`src/rtl/segment_real_mode_decompose.sv`:
```
// Splits a 32-bit linear address into a real-mode segment:offset pair over a two-stage valid/ready pipeline.
// Define SEGMENT_REAL_MODE_HMA_EN to allow results in the high memory area (0x100000..0x10FFEF).
module segment_real_mode_decompose (
  input  logic        clock,
  input  logic        reset_n,
  input  logic        in_valid,
  output logic        in_ready,
  input  logic [31:0] linear_address,
  input  logic        use_hint,
  input  logic [15:0] hint_segment,
  output logic        out_valid,
  input  logic        out_ready,
  output logic [15:0] segment_value,
  output logic [15:0] offset,
  output logic        fault,
  output logic [7:0]  fault_count
);

`ifdef SEGMENT_REAL_MODE_HMA_EN
  localparam logic HMA_EN = 1'b1;
`else
  localparam logic HMA_EN = 1'b0;
`endif

  // Handshake: a beat moves on a rising edge when valid && ready; valid never waits on ready,
  // and ready never depends on valid. A stalled producer/consumer holds its payload unchanged.

  // Held low until the first edge after reset release so nothing is accepted during reset.
  logic        alive;

  logic        s1_valid;
  logic [31:0] s1_addr;
  logic        s1_use_hint;
  logic [15:0] s1_hint;

  logic        s1_advance;
  logic        out_fire;

  assign s1_advance = !out_valid || out_ready;
  assign in_ready   = alive && (!s1_valid || s1_advance);
  assign out_fire   = out_valid && out_ready;

  // 33-bit difference: bit 32 set means the address lies below the hint base.
  logic [32:0] hint_diff;
  logic        addr_low;
  logic        addr_beyond;
  logic        reachable;
  logic        diff_in_window;
  logic [15:0] hma_offset;

  assign hint_diff      = {1'b0, s1_addr} - {13'd0, s1_hint, 4'h0};
  assign addr_low       = s1_addr < 32'h0010_0000;
  assign addr_beyond    = s1_addr >= 32'h0010_FFF0;
  assign reachable      = !addr_beyond && (addr_low || HMA_EN);
  assign diff_in_window = !hint_diff[32] && (hint_diff[31:16] == 16'd0);
  // addr - 0xFFFF0 modulo 2^16 equals addr[15:0] + 0x10.
  assign hma_offset     = s1_addr[15:0] + 16'h0010;

  logic        res_fault;
  logic [15:0] res_seg;
  logic [15:0] res_off;

  always_comb begin
    res_fault = 1'b1;
    res_seg   = 16'd0;
    res_off   = 16'd0;
    if (s1_use_hint) begin
      if (reachable && diff_in_window) begin
        res_fault = 1'b0;
        res_seg   = s1_hint;
        res_off   = hint_diff[15:0];
      end
    end else if (reachable) begin
      res_fault = 1'b0;
      if (addr_low) begin
        res_seg = s1_addr[19:4];
        res_off = {12'h000, s1_addr[3:0]};
      end else begin
        res_seg = 16'hFFFF;
        res_off = hma_offset;
      end
    end
  end

  always_ff @(posedge clock or negedge reset_n) begin
    if (!reset_n) begin
      alive         <= 1'b0;
      s1_valid      <= 1'b0;
      s1_addr       <= 32'd0;
      s1_use_hint   <= 1'b0;
      s1_hint       <= 16'd0;
      out_valid     <= 1'b0;
      segment_value <= 16'd0;
      offset        <= 16'd0;
      fault         <= 1'b0;
      fault_count   <= 8'd0;
    end else begin
      alive <= 1'b1;
      if (in_ready) begin
        s1_valid <= in_valid;
        if (in_valid) begin
          s1_addr     <= linear_address;
          s1_use_hint <= use_hint;
          s1_hint     <= hint_segment;
        end
      end
      if (s1_advance) begin
        out_valid <= s1_valid;
        if (s1_valid) begin
          segment_value <= res_seg;
          offset        <= res_off;
          fault         <= res_fault;
        end
      end
      if (out_fire && fault && (fault_count != 8'hFF)) begin
        fault_count <= fault_count + 8'd1;
      end
    end
  end

endmodule

```
`config.mk`:
```
export PLATFORM = sky130hd
export DESIGN_NAME = segment_real_mode_decompose
export DESIGN_NICKNAME = d
export VERILOG_FILES = /design/src/rtl/segment_real_mode_decompose.sv
export SDC_FILE = /design/constraint.sdc
export NUM_CORES = 1
export LEC_CHECK = 0
export BUFFER_PORTS_ARGS = -buffer_cell sky130_fd_sc_hd__buf_4
export CAP_MARGIN = 25
export CELL_PAD_IN_SITES_DETAIL_PLACEMENT = 0
export CELL_PAD_IN_SITES_GLOBAL_PLACEMENT = 2
export CORE_UTILIZATION = 32
export DETAILED_ROUTE_END_ITERATION = 8
export GPL_ROUTABILITY_DRIVEN = 1
export PLACE_DENSITY_LB_ADDON = 0.1
export SETUP_SLACK_MARGIN = 0.02
export SLEW_MARGIN = 20
export SYNTH_ARGS = -nofsm -noshare
export SYNTH_HDL_FRONTEND = slang
export SYNTH_SLANG_ARGS = --single-unit
```
`constraint.sdc`:
```
create_clock -name clock -period 2.72 [get_ports clock]
set_input_delay 0.272 -clock clock [delete_from_list [all_inputs] [get_ports clock]]
set_output_delay 0.272 -clock clock [all_outputs]
set_load 0.02 [all_outputs]
```
After elaboration in Yosys (flattened, before gate mapping)
Cells that the tools add are included.

Bits in registers: 93. Input port bits: 53. Output and inout port bits: 43. Word-level logic and storage cells: 43.

Add/subtract/negate cells: 3. $lt $le $gt $ge: 2. Equality and inequality tests: 1. Multiplexer cells: 11. Reduce and logical (&&, ||, !) cells: 16.

Operators by type and width (number): $mux 16 (8); $sub 32x20->33 (1); $ge 32x21->1 const B (1); $lt 32x21->1 const B (1); $add 16x5->16 const B (1); $logic_not 16->1 (1); $add 8x1->8 const B (1); $ne 8x8->1 const B (1); $logic_and 1x1->1 (7); $logic_not 1->1 (4); $reduce_and 2->1 (2); $mux 1 (3); $logic_or 1x1->1 (2).

Logic depth before layout (Yosys ltp)
Depth after elaboration: 6. Depth in mapped cells: 12. Mapped depth without buffers: 11.

Least setup slack after synthesis
OpenSTA, ideal clock, no wires.

Kind: register to register. From: register s1_addr[4]. To: register segment_value[1]. Library setup time: 77 ps. Arrival time: 2664 ps. Required time: 2643 ps. Path slack: -20 ps. Stages on the path, launching flop included: 13. Buffers on the path: 1. Clock period less this slack: 2740 ps. Path through: dfrtp_1 -> inv_1 -> ha_1 -> fa_1 -> and2b_1 -> o2111ai_2 -> a21oi_2 -> nor3_1 -> mux2_4 -> nor4_4 -> buf_6 -> nand4_1 -> o21ai_1.

Word-level cells in the longest chain between the ends: 6. Elaborated cells between the ends (all ways): 13. Those cells by class: 1 x add/sub; 2 x order compare; 4 x mux; 6 x reduce/logical.

RTL lines: start, declared (line 32) `logic [31:0] s1_addr;`; start signal, assigned (line 102) `s1_addr <= linear_address;`; $sub 32x20->33 / $ge 32x21->1 (equally long branches) (line 51, 53); $logic_not 16->1, or another cell as far along (line 55) `assign diff_in_window = !hint_diff[32] && (hint_diff[31:16] == 16'd0);`; $logic_and 1x1->1, on equally long branches (line 55, 54); $logic_and 1x1->1 (line 68) `if (reachable && diff_in_window) begin`; $mux 16 (line 68); $mux 16 (*) (line 67) `if (s1_use_hint) begin`; end signal, assigned (line 110) `segment_value <= res_seg;`; end, declared (line 13) `output logic [15:0] segment_value,`.

Mark *: on every way between the ends. The rest lies on a longest branch, timed or not. A chain may end at the register's enable or synchronous reset.

Worst setup path after layout
From: register s1_addr[4]. To: register offset[11].

Word-level cells in the longest chain between the ends: 6. Elaborated cells between the ends (all ways): 14. Those cells by class: 2 x add/sub; 2 x order compare; 4 x mux; 6 x reduce/logical.

RTL lines: $sub 32x20->33 / $ge 32x21->1 (equally long branches) (line 51, 53); $logic_not 16->1, or another cell as far along (line 55); $logic_and 1x1->1, on equally long branches (line 55, 54); $logic_and 1x1->1 (line 68); $mux 16 (line 68); $mux 16 (*) (line 67); end signal, assigned (line 111) `offset <= res_off;`; end, declared (line 14) `output logic [15:0] offset,`.

Marked as above.

==> results_tabular.tex <==
\begin{tabular}{lr}
\hline
Metric & Value \\
\hline
\multicolumn{2}{l}{\textbf{Status}} \\
\quad Outcome & finished with violations \\
\quad Violations in the final reports & setup timing \\
\multicolumn{2}{l}{\textbf{Global route}} \\
\quad Leftover overflow at the end of global routing & 0 \\
\quad Total track usage & 18.5\% \\
\quad First-pass GRT wire length & $\sim$23000 um \\
\quad Vias in the first global route & between 4000 and 5000 \\
\quad Number of antenna violations at the first check in global routing & 0 \\
\quad Pin count of the biggest net entering global routing & 51 \\
\multicolumn{2}{l}{\textbf{Floorplan}} \\
\quad Floorplan row count & 45 \\
\quad Overall die area & 0.0161 mm\^{}2 \\
\quad Count of boundary I/O pins & 96 \\
\quad Die boundary width & 127 um \\
\quad Core Region & around 0.015 mm\^{}2 \\
\quad Starting Density & 32.8\% \\
\quad Height of the die & 127 um \\
\multicolumn{2}{l}{\textbf{Drt}} \\
\quad Via-per-instance ratio & 5.06 \\
\quad Total via count in the routed design & 4056 \\
\quad Post-DRT Antenna Nets & 0 \\
\quad Drt initial violations & 152 \\
\quad Routed wire per std cell & about 18 um \\
\quad Pre-Repair DR Iteration Count & 4 \\
\quad Total detailed-routing wirelength & 14200 um \\
\quad Post-route DRC violation count & 0 \\
\multicolumn{2}{l}{\textbf{Worst setup path}} \\
\quad Maximum fanout along the worst path & 7 \\
\quad Cell-by-cell trace of the critical path & inv\_1 > ha\_2 > fa\_2 > and2b\_2 > o2111ai\_4 > a21oi\_2 > o21ai\_1 > and4\_4 > nor4\_4 > buf\_6 > buf\_12 > buf\_16 > nand4\_1 > o21ai\_1 \\
\quad Reg-to-reg setup timing slack & -0.1 ns \\
\quad WP data arrival & 3.10 ns \\
\quad Dominant cell type by count on the critical path & sky130\_fd\_sc\_hd\_\_o21ai\_1 \\
\quad Worst Path Required & 3.00 ns \\
\quad Worst Setup Path Type & flip-flop to flip-flop \\
\quad Critical path's slowest cell & sky130\_fd\_sc\_hd\_\_dfrtp\_1 \\
\quad Startpoint class of the critical path & flip-flop \\
\quad Kind of capture point of the worst setup path & flip-flop \\
\quad Largest incremental delay on the critical path & 0.36 ns \\
\multicolumn{2}{l}{\textbf{Final layout}} \\
\quad Non-filler instance count after layout & 802 \\
\quad Commonest non-fill, non-tap cells in the layout & 146 x sky130\_fd\_sc\_hd\_\_buf\_4, 93 x sky130\_fd\_sc\_hd\_\_dfrtp\_1, 50 x sky130\_fd\_sc\_hd\_\_mux2\_2, 32 x sky130\_fd\_sc\_hd\_\_nand2\_1, 31 x sky130\_fd\_sc\_hd\_\_nand4\_1 \\
\quad Final cell utilization of the core & 44.3\% \\
\quad Design area & 0.00674 mm\^{}2 \\
\quad Leading cell type in the layout, fill and taps excluded & sky130\_fd\_sc\_hd\_\_buf\_4 \\
\quad Number of diodes & 0 \\
\quad Layout net count & between 600 and 700 \\
\quad Layout overhead on the synthesized area & 35.0\% \\
\quad Fraction of layout instances using a drive strength above 1 & 40.7\% \\
\quad Layout fillers & $\sim$1500 \\
\multicolumn{2}{l}{\textbf{STA}} \\
\quad Shortest clock period the worst path allows after layout & between 2 and 3 ns \\
\quad Tcrit/Tclk final & 104\% \\
\quad Final setup violation count & 33 \\
\quad Worst-case hold slack & between 0.1 and 0.15 ns \\
\quad Total negative setup slack & -0.991 ns \\
\quad Slew Limit Headroom & 53.8\% \\
\quad Maximum clock rate & 355 MHz \\
\quad Setup repair after global routing missed its margin & true \\
\quad Final worst setup slack & -0.0996 ns \\
\quad Count of endpoints failing hold in the final timing report & 0 \\
\quad Post-Route Skew & 0.00545 ns \\
\quad Max Slew Vio Count & 0 \\
\quad Worst Tran Pin Value & 0.692 ns \\
\multicolumn{2}{l}{\textbf{Clocking}} \\
\quad CTS H-tree depth & 3 \\
\quad TritonCTS buffer count & 9 \\
\quad Max clock buf depth & 2 \\
\quad Clock slew at reported path FFs & 0.07 ns \\
\quad Total number of clock tree sinks & 93 \\
\quad TritonCTS clock tree & yes \\
\quad Clock latency of the later-clocked register in the worst-skew pair & roughly 0.35 ns \\
\quad Clock tree root buffer cell & sky130\_fd\_sc\_hd\_\_clkbuf\_16 \\
\multicolumn{2}{l}{\textbf{Job}} \\
\quad Maxcap violations & 0 \\
\multicolumn{2}{l}{\textbf{Logic synthesis}} \\
\quad Share of the synthesized area in compound gates (AO/OA/AOI/OAI) & between 10 and 15\% \\
\quad Syn Std Cell Area & 0.00499 mm\^{}2 \\
\quad Fraction of synthesis flops using an asynchronous set or reset pin & 100\% \\
\quad Count of flip-flops with a built-in enable after synthesis & 0 \\
\quad Count of different cell masters after synthesis & 58 \\
\quad Dominant combinational cell family by area after synthesis & simple AND/OR/NAND/NOR gates \\
\quad Sequential area share after synthesis & a little under half \\
\quad Mapped Cells & around 470 \\
\quad Leading register cell type out of synthesis & sky130\_fd\_sc\_hd\_\_dfrtp\_1 \\
\quad \#FFs+latches synth & 93 \\
\quad Yosys Warn Count & 0 \\
\quad Synthesized area per cell & 10.7 um\^{}2 \\
\quad Simple-gate share of the synthesized area & 13.7\% \\
\quad Net count after synthesis & 536 \\
\quad Mux contribution to synthesized area & 13.1\% \\
\quad Xor and xnor fraction of the mapped netlist area & 3.16\% \\
\quad Synth Area in Adders & 4.66\% \\
\multicolumn{2}{l}{\textbf{Power}} \\
\quad Final total power & between 5 and 6 mW \\
\quad Part of the power in registers & 32.2\% \\
\quad Power per cell area & around 810 mW/mm\^{}2 \\
\quad Maximum vdd ir drop & about 0.4 mV \\
\quad Power share of the clock group & approximately a quarter \\
\quad Switching part of the total & 36.2\% \\
\quad Leakage power summed over all cells & around 3 nW \\
\quad Pint & 3.47 mW \\
\quad Combinational fraction of design power & 43.9\% \\
\quad Net switching power figure & 1.97 mW \\
\multicolumn{2}{l}{\textbf{Placed design}} \\
\quad Dpl cell area & 0.00623 mm\^{}2 \\
\quad Pre-CTS setup slack & -0.191 ns \\
\quad Gpl congestion & 0.790 \\
\quad Cell Count Post-Placement & 776 \\
\quad Detailed placement HPWL & 10000 um \\
\quad Count of input and output buffers & 95 \\
\multicolumn{2}{l}{\textbf{Min path}} \\
\quad Type of the tightest min-delay check & input port to flip-flop \\
\hline
\end{tabular}
[power groups by stage]
stage	logic (mW)	clock network, mW	registers (mW)
after global routing	2.60	1.40	1.78
final	2.39	1.30	1.75
after CTS	2.33	1.35	1.75
after global placement	2.11	0	1.78
after detailed placement	2.11	0	1.78
after floorplan	1.26	0	1.81
[kinds of logic (layout without fill, tap and decap cells)]
kind of cell	count (synthesis)	in the layout
buffers and inverters	47	196
other	1	1
xor gates and xnor gates	18	18
adders and majority gates	18	18
AOI/OAI and AO/OA	106	106
muxes	58	58
DFF	93	93
and+or+nand+nor	124	124
[path summary, 6_finish.rpt]
check	start	endpoint	depth (start not counted)
setup / recovery	s1_addr[4]	offset[11]	14
hold / removal	linear_address[23]	s1_addr[23]	2
setup reg to reg	s1_addr[4]	offset[11]	14
hold reg to reg	fault_count[6]	fault_count[6]	1
max in group asynchronous	reset_n	offset[15]	3
min in group asynchronous	reset_n	s1_addr[15]	2
[flip-flops by register name, summed over array words and instances (netlist names)]
| name | cells |
|---|---|
| alive | 1 |
| fault_count | 8 |
| segment_value | 16 |
| s1_addr | 32 |
| s1_hint | 16 |
| out_valid | 1 |
| s1_valid | 1 |
| fault | 1 |
| s1_use_hint | 1 |
| offset | 16 |
[synthesized netlist by cell type (2+ instances only)]
master	count	share of area, %
sky130_fd_sc_hd__inv_1	20	1.5
sky130_fd_sc_hd__a21oi_1	21	2.1
sky130_fd_sc_hd__buf_6	6	1.4
sky130_fd_sc_hd__o21ai_0	9	0.90
sky130_fd_sc_hd__clkbuf_1	4	0.30
sky130_fd_sc_hd__a21o_1	2	0.30
sky130_fd_sc_hd__nand4_1	31	3.9
sky130_fd_sc_hd__nand2b_1	6	0.75
sky130_fd_sc_hd__o21ai_1	29	2.9
sky130_fd_sc_hd__o211ai_1	3	0.45
sky130_fd_sc_hd__a22oi_1	16	2.4
sky130_fd_sc_hd__buf_2	5	0.50
sky130_fd_sc_hd__nor3_1	9	0.90
sky130_fd_sc_hd__nor2_1	17	1.3
sky130_fd_sc_hd__dfrtp_1	93	47
sky130_fd_sc_hd__buf_1	5	0.38
sky130_fd_sc_hd__o21ai_2	2	0.35
sky130_fd_sc_hd__nand4b_1	3	0.53
sky130_fd_sc_hd__o22ai_1	4	0.50
sky130_fd_sc_hd__nand2_1	33	2.5
sky130_fd_sc_hd__mux2i_1	6	1.2
sky130_fd_sc_hd__xnor2_1	11	1.9
sky130_fd_sc_hd__ha_1	17	4.3
sky130_fd_sc_hd__mux2_2	50	11
sky130_fd_sc_hd__and3_1	5	0.63
sky130_fd_sc_hd__o21a_1	6	0.90
sky130_fd_sc_hd__a21o_2	2	0.35
sky130_fd_sc_hd__nand3b_1	6	0.90
sky130_fd_sc_hd__o2111ai_1	2	0.35
sky130_fd_sc_hd__nor4_1	2	0.25
sky130_fd_sc_hd__nand3_1	4	0.40
sky130_fd_sc_hd__xor2_1	7	1.2
sky130_fd_sc_hd__clkbuf_2	2	0.20
sky130_fd_sc_hd__a31oi_1	2	0.25
sky130_fd_sc_hd__clkbuf_8	2	0.55
[timing repair]
action                                 CTS  global route
hold buffers                             1             0
resized for setup                        9            13
setup endpoints to repair               33            33
gates cloned                             2             0
endpoints found under the hold margin   44             0
setup buffers                            5             3
pin swaps                               16            15
[final cells by class]
cell class	count	area, um^2	share of cell area (%)
multi-input combinational	325	2480	36.8
sequential	93	2330	34.5
timing repair buffer	160	1320	19.6
clock buffer	11	243	3.60
tap	188	235	3.49
inverter	20	75.1	1.11
clock inverter	5	58.8	0.872
[critical path: cells and delay by family (launching register included)]
family          cells  cell delay [ns]
compound gates      4             0.62
flops               1             0.36
buf+inv             4             0.45
fa+ha+maj           2             0.53
simple gates        4             0.78
[layer usage]
metal	GRT usage [%]	share of wire, %	routed length [um]	up-vias
met5	0	0	0	-
met4	4.13	0.77	110	0
met3	4.39	4.6	655	7
met2	28.5	45	6460	89
met1	26.2	49	7010	1975
li1	-	-	-	1985
No activity file was read; power rests on OpenSTA's default activity.
